`src/rtl/onchip_burst_adapter_pkg.sv`:
```
// Shared types and helpers for the on-chip RAM burst adapter.
//   state_t     : adapter FSM states
//   *_DEF       : default widths for the adapter and its RAM
//   max_burst() : longest burst allowed for a given burstcount width
//   norm_burst(): turns a raw burstcount into a beat count (0 -> 1, clamp to max)
package onchip_burst_adapter_pkg;

  localparam int ADDR_W_DEF = 13;
  localparam int DATA_W_DEF = 32;
  localparam int BC_W_DEF   = 4;

  typedef enum logic [1:0] {
    IDLE     = 2'd0,
    RD_BURST = 2'd1,
    WR_BURST = 2'd2
  } state_t;

  // The top burstcount bit is reserved, so the largest burst is 2**(bc_w-1).
  function automatic int unsigned max_burst(input int unsigned bc_w);
    return 32'd1 << (bc_w - 32'd1);
  endfunction

  function automatic int unsigned norm_burst(input int unsigned bc,
                                             input int unsigned max_b);
    if (bc == 32'd0) return 32'd1;
    if (bc > max_b)  return max_b;
    return bc;
  endfunction

endpackage

```
`src/rtl/onchip_burst_addr_gen.sv`:
```
// Burst address register for the adapter. Loads the start address when a
// command is accepted and steps once per issued beat after the first.
// Build option ONCHIP_BURST_WRAP_EN: when defined, only the low WRAP_W bits
// step (wrapping inside the aligned MAX_BURST window); otherwise the whole
// address increments and rolls over at 2**ADDR_W.
// Ports:
//   clk, reset : clock, synchronous active-high reset (address -> 0)
//   load       : take start as the new address
//   inc        : advance to the next beat address
//   start      : burst start word address
//   addr       : current beat address (drives the RAM address directly)
module onchip_burst_addr_gen #(
  parameter int ADDR_W = 13,
  parameter int WRAP_W = 3
) (
  input  logic              clk,
  input  logic              reset,
  input  logic              load,
  input  logic              inc,
  input  logic [ADDR_W-1:0] start,
  output logic [ADDR_W-1:0] addr
);

  logic [ADDR_W-1:0] addr_inc;

`ifdef ONCHIP_BURST_WRAP_EN
  always_comb begin
    addr_inc = addr;
    addr_inc[WRAP_W-1:0] = addr[WRAP_W-1:0] + WRAP_W'(1);
  end
`else
  assign addr_inc = addr + ADDR_W'(1);
`endif

  always_ff @(posedge clk) begin
    if (reset) begin
      addr <= '0;
    end else if (load) begin
      addr <= start;
    end else if (inc) begin
      addr <= addr_inc;
    end
  end

endmodule

```
`src/rtl/onchip_burst_adapter.sv`:
```
// Avalon-MM bursting slave front-end for a single-port on-chip RAM with a
// 1-cycle read latency. Each accepted beat becomes one registered RAM access.
// Build option ONCHIP_BURST_WRAP_EN selects wrapping bursts (see addr_gen).
//
// Handshake: a command is taken in any cycle where s_waitrequest is low and
// s_read or s_write is high (write wins if both). Write bursts carry their
// first beat with the command; each further cycle with s_write high is one
// more beat, s_write low is a master stall. s_waitrequest is high only while
// a read burst is being issued. s_readdatavalid marks each returned read beat,
// two cycles after the command for the first beat.
//
// Ports:
//   clk, reset        : clock, synchronous active-high reset
//   s_address         : burst start word address
//   s_burstcount      : beats in burst (0 -> 1, above MAX_BURST -> MAX_BURST)
//   s_read / s_write  : read command / write command or write beat
//   s_writedata       : write beat data
//   s_byteenable      : write beat byte enables
//   s_waitrequest     : stall to master
//   s_readdata        : read data (pass-through of m_readdata)
//   s_readdatavalid   : s_readdata valid this cycle
//   m_address, m_byteenable, m_chipselect, m_write, m_writedata : registered RAM controls
//   m_readdata        : RAM q, valid the cycle after a read access
module onchip_burst_adapter
  import onchip_burst_adapter_pkg::*;
#(
  parameter int ADDR_W = ADDR_W_DEF,
  parameter int DATA_W = DATA_W_DEF,
  parameter int BE_W   = DATA_W / 8,
  parameter int BC_W   = BC_W_DEF
) (
  input  logic              clk,
  input  logic              reset,
  input  logic [ADDR_W-1:0] s_address,
  input  logic [BC_W-1:0]   s_burstcount,
  input  logic              s_read,
  input  logic              s_write,
  input  logic [DATA_W-1:0] s_writedata,
  input  logic [BE_W-1:0]   s_byteenable,
  output logic              s_waitrequest,
  output logic [DATA_W-1:0] s_readdata,
  output logic              s_readdatavalid,
  output logic [ADDR_W-1:0] m_address,
  output logic [BE_W-1:0]   m_byteenable,
  output logic              m_chipselect,
  output logic              m_write,
  output logic [DATA_W-1:0] m_writedata,
  input  logic [DATA_W-1:0] m_readdata
);

  localparam int unsigned MAX_B  = max_burst(BC_W);
  localparam int          WRAP_W = $clog2(MAX_B);

  state_t          state, state_next;
  // cnt: reads -> accesses still to issue after the current one;
  //      writes -> beats still to accept.
  logic [BC_W-1:0] cnt, cnt_next;
  logic [BC_W-1:0] bc_norm;
  logic            load, inc, issue, issue_wr;

  assign bc_norm       = BC_W'(norm_burst(32'(s_burstcount), MAX_B));
  assign s_waitrequest = (state == RD_BURST);
  assign s_readdata    = m_readdata;

  always_ff @(posedge clk) begin
    if (reset) state <= IDLE;
    else       state <= state_next;
  end

  always_comb begin
    state_next = state;
    cnt_next   = cnt;
    load       = 1'b0;
    inc        = 1'b0;
    issue      = 1'b0;
    issue_wr   = 1'b0;
    case (state)
      IDLE: begin
        if (s_write) begin
          load     = 1'b1;
          issue    = 1'b1;
          issue_wr = 1'b1;
          cnt_next = bc_norm - BC_W'(1);
          if (bc_norm != BC_W'(1)) state_next = WR_BURST;
        end else if (s_read) begin
          load       = 1'b1;
          issue      = 1'b1;
          cnt_next   = bc_norm - BC_W'(1);
          state_next = RD_BURST;
        end
      end
      RD_BURST: begin
        if (cnt == '0) begin
          state_next = IDLE;
        end else begin
          inc      = 1'b1;
          issue    = 1'b1;
          cnt_next = cnt - BC_W'(1);
        end
      end
      WR_BURST: begin
        // s_read here is a protocol violation and is ignored.
        if (s_write) begin
          inc      = 1'b1;
          issue    = 1'b1;
          issue_wr = 1'b1;
          cnt_next = cnt - BC_W'(1);
          if (cnt == BC_W'(1)) state_next = IDLE;
        end
      end
      default: state_next = IDLE;
    endcase
  end

  always_ff @(posedge clk) begin
    if (reset) begin
      cnt             <= '0;
      m_chipselect    <= 1'b0;
      m_write         <= 1'b0;
      m_byteenable    <= '0;
      m_writedata     <= '0;
      s_readdatavalid <= 1'b0;
    end else begin
      cnt             <= cnt_next;
      m_chipselect    <= issue;
      m_write         <= issue_wr;
      // A read presented to the RAM this cycle returns data next cycle.
      s_readdatavalid <= m_chipselect & ~m_write;
      if (issue_wr) begin
        m_writedata  <= s_writedata;
        m_byteenable <= s_byteenable;
      end else if (issue) begin
        m_byteenable <= '1;
      end
    end
  end

  onchip_burst_addr_gen #(
    .ADDR_W (ADDR_W),
    .WRAP_W (WRAP_W)
  ) u_addr_gen (
    .clk   (clk),
    .reset (reset),
    .load  (load),
    .inc   (inc),
    .start (s_address),
    .addr  (m_address)
  );

endmodule

```
`config.mk`:
```
export PLATFORM = sky130hd
export DESIGN_NAME = onchip_burst_adapter
export DESIGN_NICKNAME = d
export VERILOG_FILES = /design/src/rtl/onchip_burst_adapter_pkg.sv /design/src/rtl/onchip_burst_addr_gen.sv /design/src/rtl/onchip_burst_adapter.sv
export SDC_FILE = /design/constraint.sdc
export NUM_CORES = 1
export LEC_CHECK = 0
export CORE_MARGIN = 5
export CORE_UTILIZATION = 40
export DETAILED_ROUTE_END_ITERATION = 12
export PLACE_DENSITY = 0.9
export SYNTH_ARGS = -nofsm -noshare
export SYNTH_HDL_FRONTEND = slang
export SYNTH_SLANG_ARGS = --single-unit
```
`constraint.sdc`:
```
create_clock -name clk -period 5.3 [get_ports clk]
set_input_delay 1.325 -clock clk [delete_from_list [all_inputs] [get_ports clk]]
set_output_delay 1.325 -clock clk [all_outputs]
set_load 0.01 [all_outputs]
```
-- Word-level counts from Yosys, hierarchy flattened
Index checks and enable logic that the tools add are counted.
- register bits after elaboration: 58
- bits of input ports: 89
- output and inout bits: 85
- word-level logic and storage cells: 64
- add/subtract/negate cells: 3
- magnitude comparators: 1
- equal/unequal tests: 10
- muxes and demuxes: 31
- bitwise gates (word level): 2
- reduce and logical (&&, ||, !) cells: 9
- operator list (operator ; number):
    $mux W4 ; 9
    $mux W13 ; 2
    $add A13 B1 Y13 const B ; 1
    $mux W2 ; 6
    $pmux W4 S3 ; 1
    $mux W1 ; 10
    $logic_not A4 Y1 ; 2
    $sub A4 B1 Y4 const B ; 2
    $ne A2 B2 Y1 const B ; 3
    $ne A3 B3 Y1 const B ; 2
    $pmux W2 S3 ; 1
    $reduce_and A5 Y1 ; 1
    $eq A4 B1 Y1 const B ; 1
    $gt A4 B4 Y1 const B ; 1
    $ne A4 B1 Y1 const B ; 1
    $reduce_and A4 Y1 ; 1
    $reduce_bool A2 Y1 ; 2
    $pmux W1 S3 ; 1
    $reduce_bool A3 Y1 ; 1
    $eq A2 B1 Y1 const B ; 1
    $eq A2 B2 Y1 const B ; 1
    $logic_not A2 Y1 ; 1
    $ne A2 B1 Y1 const B ; 1
    $pmux W1 S2 ; 1
    3 further kinds ; 3

-- Depth between registers and ports, before layout
Gate-level depths: netlist (run 1).
- depth after elaboration: 9
- mapped depth: 7
- mapped depth without buffers: 7

-- Modules after synthesis
From an unflattened synthesis (run 1), not the netlist that was laid out.
- cells, all modules: 357
- area, all modules: 2907.8 um^2
- modules (own cells, without submodules) (module ; times used ; cells an instance ; area each (um^2) ; sequential area each (um^2)):
    onchip_burst_adapter ; 1 ; 267 ; 2132.0 ; 900.9
    onchip_burst_addr_gen ; 1 ; 90 ; 775.7 ; 260.2

-- Least setup slack after synthesis (run 1)
OpenSTA, ideal clock, no wires.
- path kind: in2out
- start: input m_readdata[0]
- end: output s_readdata[0]
- arrival time: 1.444 ns
- data required time: 3.975 ns
- path slack: 2.531 ns
- stages: 1
- buffers on the path: 1
- cells stage by stage: buf_4
- RTL lines (what ; line ; source):
    start, declared ; onchip_burst_adapter.sv:48 ; input logic [DATA_W-1:0] m_readdata
    end, declared ; onchip_burst_adapter.sv:41 ; output logic [DATA_W-1:0] s_readdata,
No word-level cell between the ends.

-- Worst setup path after layout (run 1)
- start: input s_write
- end: register m_byteenable[0]
- word-level cells in the longest chain between the ends: 3
- elaborated cells on any way between the ends: 6
- classes of those cells: mux (5); reduce/logical (1)
- RTL lines (what ; line ; source):
    start, declared ; onchip_burst_adapter.sv:37 ; input logic s_write,
    $mux W1 (on tied branches) ; onchip_burst_adapter.sv:79, onchip_burst_adapter.sv:103 ;
    $pmux W1 S3 or $mux W1 (tied branches) ; - ;
    $reduce_bool A2 Y1 (no source line) or $mux W4 (tied branches) ; - ;
    end signal, assigned ; onchip_burst_adapter.sv:131 ; m_byteenable <= s_byteenable;
    end, declared ; onchip_burst_adapter.sv:44 ; output logic [BE_W-1:0] m_byteenable,
Several ways; a longest one is shown, not always the timed one.
A chain may end at the register's enable or synchronous reset.

==> results of run 1 <==
[worst max-delay path, stage by stage]
cell and delay [ns]:
clkdlybuf4s50_1 0.60, o21a_1 0.93, nor2_1 0.23, a21oi_1 0.22
[stage by stage]
step / hold WS [ns] / setup slack (ns)
floorplan: 0.459 / 2.53
global placement: 0.414 / 1.95
detailed placement: 0.406 / 1.85
CTS: 0.417 / 2.19
global route: 0.456 / 1.98
finish: 0.419 / 2.22
[cell type report]
type | instances | area [um^2] | share of cell area
multi-input combinational | 229 | 1280 | 0.329
sequential | 58 | 1160 | 0.298
timing repair buffer | 112 | 1110 | 0.285
clock buffer | 10 | 128 | 0.0327
tap | 96 | 120 | 0.0308
inverter | 17 | 63.8 | 0.0164
clock inverter | 5 | 32.5 | 0.00834
[state kept, by name, summed over array words and instances, names as in the netlist]
signal / count
m_chipselect: 1
m_write: 1
state: 2
s_readdatavalid: 1
u_addr_gen.addr: 13
m_byteenable: 4
cnt: 4
m_writedata: 32
[how the worst min path moves through the flow]
| stage | from | endpoint | slack, ns |
|---|---|---|---|
| 4_1_cts | m_write | s_readdatavalid | 0.42 |
| 6_report | m_write | s_readdatavalid | 0.42 |
| 3_5_place_dp | m_write | s_readdatavalid | 0.41 |
| 5_1_grt | m_write | s_readdatavalid | 0.46 |
| 2_1_floorplan | cnt[1] | cnt[1] | 0.46 |
| 3_3_place_gp | m_write | s_readdatavalid | 0.41 |
[cells in the mapped netlist, types with 2 or more instances]
cell type	count
or3_1	4
nand4_1	3
o21ai_0	23
buf_4	33
o21ai_1	2
or4_1	5
inv_1	17
o21bai_1	2
a21oi_1	43
nand3_1	6
clkbuf_1	13
buf_2	3
ha_1	9
o41ai_1	2
dfxtp_1	58
nor2_1	5
nand2b_1	5
a31oi_1	11
o21a_1	2
xnor2_1	2
nand2_1	72
or2_2	2
nor2b_1	2
a31o_2	3
o311ai_0	2
o31ai_1	6
[report_power, final]
part           total (mW)  internal (mW)  switching [mW]
logic               0.830          0.394           0.435
clock network       0.334          0.165           0.169
registers           0.658          0.560          0.0977
[metal layers]
layer	up-vias	GRT usage	part of all wire
li1	1336	-	-
met4	0	0.0854	0.018
met5	-	0	0
met2	101	0.302	0.52
met1	1257	0.175	0.41
met3	18	0.0505	0.055
[cell families (layout without fill, tap and decap cells)]
| kind of cell | Yosys count | after routing | synth area share |
|---|---|---|---|
| XOR/XNOR | 2 | 2 | 0.00619 |
| adder cells (fa/ha/maj) | 9 | 9 | 0.0398 |
| multiplexers | 1 | 1 | 0.00354 |
| flip-flops | 58 | 58 | 0.410 |
| buffers and inverters | 68 | 144 | 0.138 |
| AND/OR/NAND/NOR | 114 | 114 | 0.189 |
| AO/OA/AOI/OAI | 103 | 103 | 0.213 |
==> flow_summary.ini, run 1 <==
[finish]
area_growth_pct = 37.8
layout.nets = 525
final_core_util = 0.571
layout_commonest_cell = clkdlybuf4s50_1
fillCellCount = 645
final_cell_mix = 109 x clkdlybuf4s50_1, 72 x nand2_1, 58 x dfxtp_1, 43 x a21oi_1, 23 x o21ai_0
stdcell_count = 527
diodes = 0
layout-drive-gt1-share = 0.0650
final_area_um2 = 3900

[floorplanning]
die_h_um = 94.1
ioPinCount = 174
core_area_um2 = 6830
die_w_um = 94.1
rows = 30
die_area_um2 = 8860
start_util = 0.414

[synthesis]
syn_nets = 453
synth-main-ff-cell = dfxtp_1
synth_top_cell_by_area = dfxtp_1
synth-async-reset-ratio = 0
synth-seq-cells = 58
avgSynthCellArea_um2 = 7.98
syn_area_um2 = 2830
synth_cells = 355
synth_top_cell_area_share = 0.410
synth_edf_count = 0
yosys_warnings = 0
synth.area.top_cells = dfxtp_1 41%, nand2_1 9.5%, buf_4 8.7%
synth_cell_types = 46
ys_seq_area_frac = 0.410

[critical_path]
worstPathRequired_ns = 5.54
crit_end = m_byteenable[0]
critPathArrivalTime_ns = 3.32
regToRegEndpoint = m_byteenable[0]
r2r_cells = 5
critPathCaptureType = flop
critical_path_class = primary input to flop
crit_fanout = 33
timing.rr.start = state[0]
cp-start-kind = primary input
critPathLaunch = s_write
r2r_slack_ns = 3.12

[sta]
rsz0062_at_grt = false
setup_viol_count_final = 0
slew_headroom = 0.236
timing.final.crit_share = 0.581
worst_pin_slew_ns = 1.15
drv_slew = 0
fin_crit_ns = 3.08
fmax_mhz = 324
hold_viol_final = 0
tns_ns = 0
clock-skew-final_ns = 0.0131

[placed_design]
dp_cells = 512
portBuffers = 109
gp_congestion = 0.806
hpwl_um = 5580
placed_area_um2 = 3740

[routing]
drt_iter0_drc = 100
drc = 0
wl_per_cell_um = 14.6
wl_um = 7670
avgViaCountPerCell = 5.15
num_vias = 2712
ant_nets = 0
firstDrtPassIters = 4

[clocking]
cts_tree = built
cts_hold_repair.buffers = 0
cts_buffers = 9
htreeDepth = 3
ctsResizeCount = 0
cts_num_sinks = 58
clk_latency_ns = 0.32
cts_root_buffer = clkbuf_8
ctsLongestPathBuffers = 2
post-cts-setup-buffer-count = 0
path_clk_slew_ns = 0.06

[grt]
grtUsageTotal = 0.168
antenna_found_initial = 0
grt_pass1_vias = 2677
grt_pass1_wl_um = 12000
grt_max_degree = 42
grt_overflow = 0

[hold_path]
hp-class = flop to flop
min_path_cells = 1

[pwr]
total_leakage_power_nw = 1.41
power.density_nw_per_um2 = 467
power_mw = 1.82
worst_ir_drop_vdd_mv = 0.202

[outcome]
outcome = complete, no violations

[flow_run]
max_cap_violations = 0
(Power assumes the default switching activity.)
==> inputs of run 2 (changes only) <==
CORE_UTILIZATION = 37   (was 40)
PLACE_DENSITY = 0.84   (was 0.9)
clock period = 3.1 ns   (was 5.3 ns; I/O delays follow)
==> run 2 against run 1 <==
Power rose by 74%. Critical path type unchanged. Setup slack got worse by 1.6 ns. Core utilization fell by 5.3 points. Highest routed layer unchanged. Register-to-register slack got worse by 2.0 ns. Cell area rose by 1.1%. Largest power group unchanged.
==> flow_summary.ini, run 2 (synthesis results as in run 1) <==
[finish]
layout.nets = 527
area_growth_pct = 39.2
layout-drive-gt1-share = 0.0737
final_core_util = 0.518
fillCellCount = 719
diodes = 0
final_area_um2 = 3940
final_cell_mix = 109 x clkdlybuf4s50_1, 72 x nand2_1, 58 x dfxtp_1, 43 x a21oi_1, 23 x o21ai_0
largestRegisters = m_writedata: 32 flops, u_addr_gen.addr: 13 flops
layout_commonest_cell = clkdlybuf4s50_1
multiInputGateArea_um2 = 1280
final-seq-area_um2 = 1160
largest_register_ffs = 32
largest-register = m_writedata

[clocking]
cts_num_sinks = 58
post-cts-setup-buffer-count = 0
cts_tree = built
ctsResizeCount = 0
cts_root_buffer = clkbuf_8
ctsLongestPathBuffers = 2
htreeDepth = 3
clk_latency_ns = 0.32
path_clk_slew_ns = 0.06
cts_buffers = 9
cts_hold_repair.buffers = 0

[routing]
avgViaCountPerCell = 5.01
drc = 0
ant_nets = 0
wl_um = 7710
num_vias = 2686
drt_iter0_drc = 75
firstDrtPassIters = 4
wl_per_cell_um = 14.4

[critical_path]
r2r_slack_ns = 1.10
critical_path_class = primary input to flop
cp-start-kind = primary input
worstPathRequired_ns = 3.35
regToRegEndpoint = u_addr_gen.addr[10]
timing.rr.start = state[0]
critPathArrivalTime_ns = 2.69
r2r_cells = 6
crit_fanout = 5
critPathCaptureType = flop

[placed_design]
portBuffers = 109
placed_area_um2 = 3760
gp_congestion = 0.790
dp_slack_ns = 0.335
hpwl_um = 5780

[hold_path]
hold_end = m_byteenable[0]
hp-class = flop to flop
min_path_cells = 2
worstHoldStart = m_byteenable[0]

[grt]
grt_max_degree = 34
grt_pass1_wl_um = 12300
grt_pass1_vias = 2558
grt_overflow = 0
grtUsageTotal = 0.157
antenna_found_initial = 0

[sta]
rsz0062_at_grt = false
tns_ns = 0
fmax_mhz = 409
slew_headroom = 0.619
drv_slew = 0
clock-skew-final_ns = 0.00524
timing.final.crit_share = 0.788
worst_pin_slew_ns = 0.570
hold_viol_final = 0
setup_viol_count_final = 0
fin_crit_ns = 2.44
fin_ws_ns = 0.657

[pwr]
power.density_nw_per_um2 = 805
worst_ir_drop_vdd_mv = 0.304
total_leakage_power_nw = 1.43

[floorplanning]
rows = 32
die_area_um2 = 9500
core_area_um2 = 7610
die_h_um = 97.5
start_util = 0.372
die_w_um = 97.5
ioPinCount = 174

[flow_run]
max_cap_violations = 0

[outcome]
outcome = complete, no violations
run 2: worst max-delay path by stage:
stage,from,end,slack (ns),cells past startpoint
2_1_floorplan,s_burstcount[1],cnt[2],0.95,7
3_3_place_gp,s_burstcount[3],cnt[2],0.42,7
3_5_place_dp,s_burstcount[3],cnt[2],0.33,7
4_1_cts,s_burstcount[3],cnt[2],0.69,7
5_1_grt,s_burstcount[3],cnt[2],0.60,7
6_report,s_burstcount[3],cnt[2],0.66,7
run 2: power by group:
group / leakage, nW / switching, mW / internal, mW
clock: 0.0847 / 0.312 / 0.311
combinational: 0.866 / 0.744 / 0.679
sequential: 0.479 / 0.169 / 0.958
run 2: layer usage:
layer	global-route usage	share of wire
met1	0.166	0.40
met2	0.277	0.52
met3	0.0610	0.075
met4	0.0639	0.014
met5	0	0
run 2: per-stage QoR:
stage / instances / total power [mW] / hold WS, ns
detailed placement: 520 / 2.58 / 0.440
global placement: 520 / 2.52 / 0.434
floorplan: 355 / 1.96 / 0.459
CTS: 536 / 3.21 / 0.451
global route: 536 / 3.40 / 0.474
finish: 536 / 3.17 / 0.447
run 2: area by class of cell:
type | instances | area share
clock inverter | 6 | 0.0105
sequential | 58 | 0.295
inverter | 17 | 0.0162
clock buffer | 10 | 0.0349
timing repair buffer | 114 | 0.286
tap | 102 | 0.0324
multi-input combinational | 229 | 0.325
run 2: worst max-delay path, cell delays in order:
cell	delay (ns)
clkdlybuf4s50_1	0.47
o21bai_1	0.22
ha_1	0.21
or4b_2	0.63
o211ai_1	0.12
nand3_1	0.09
a21oi_1	0.17
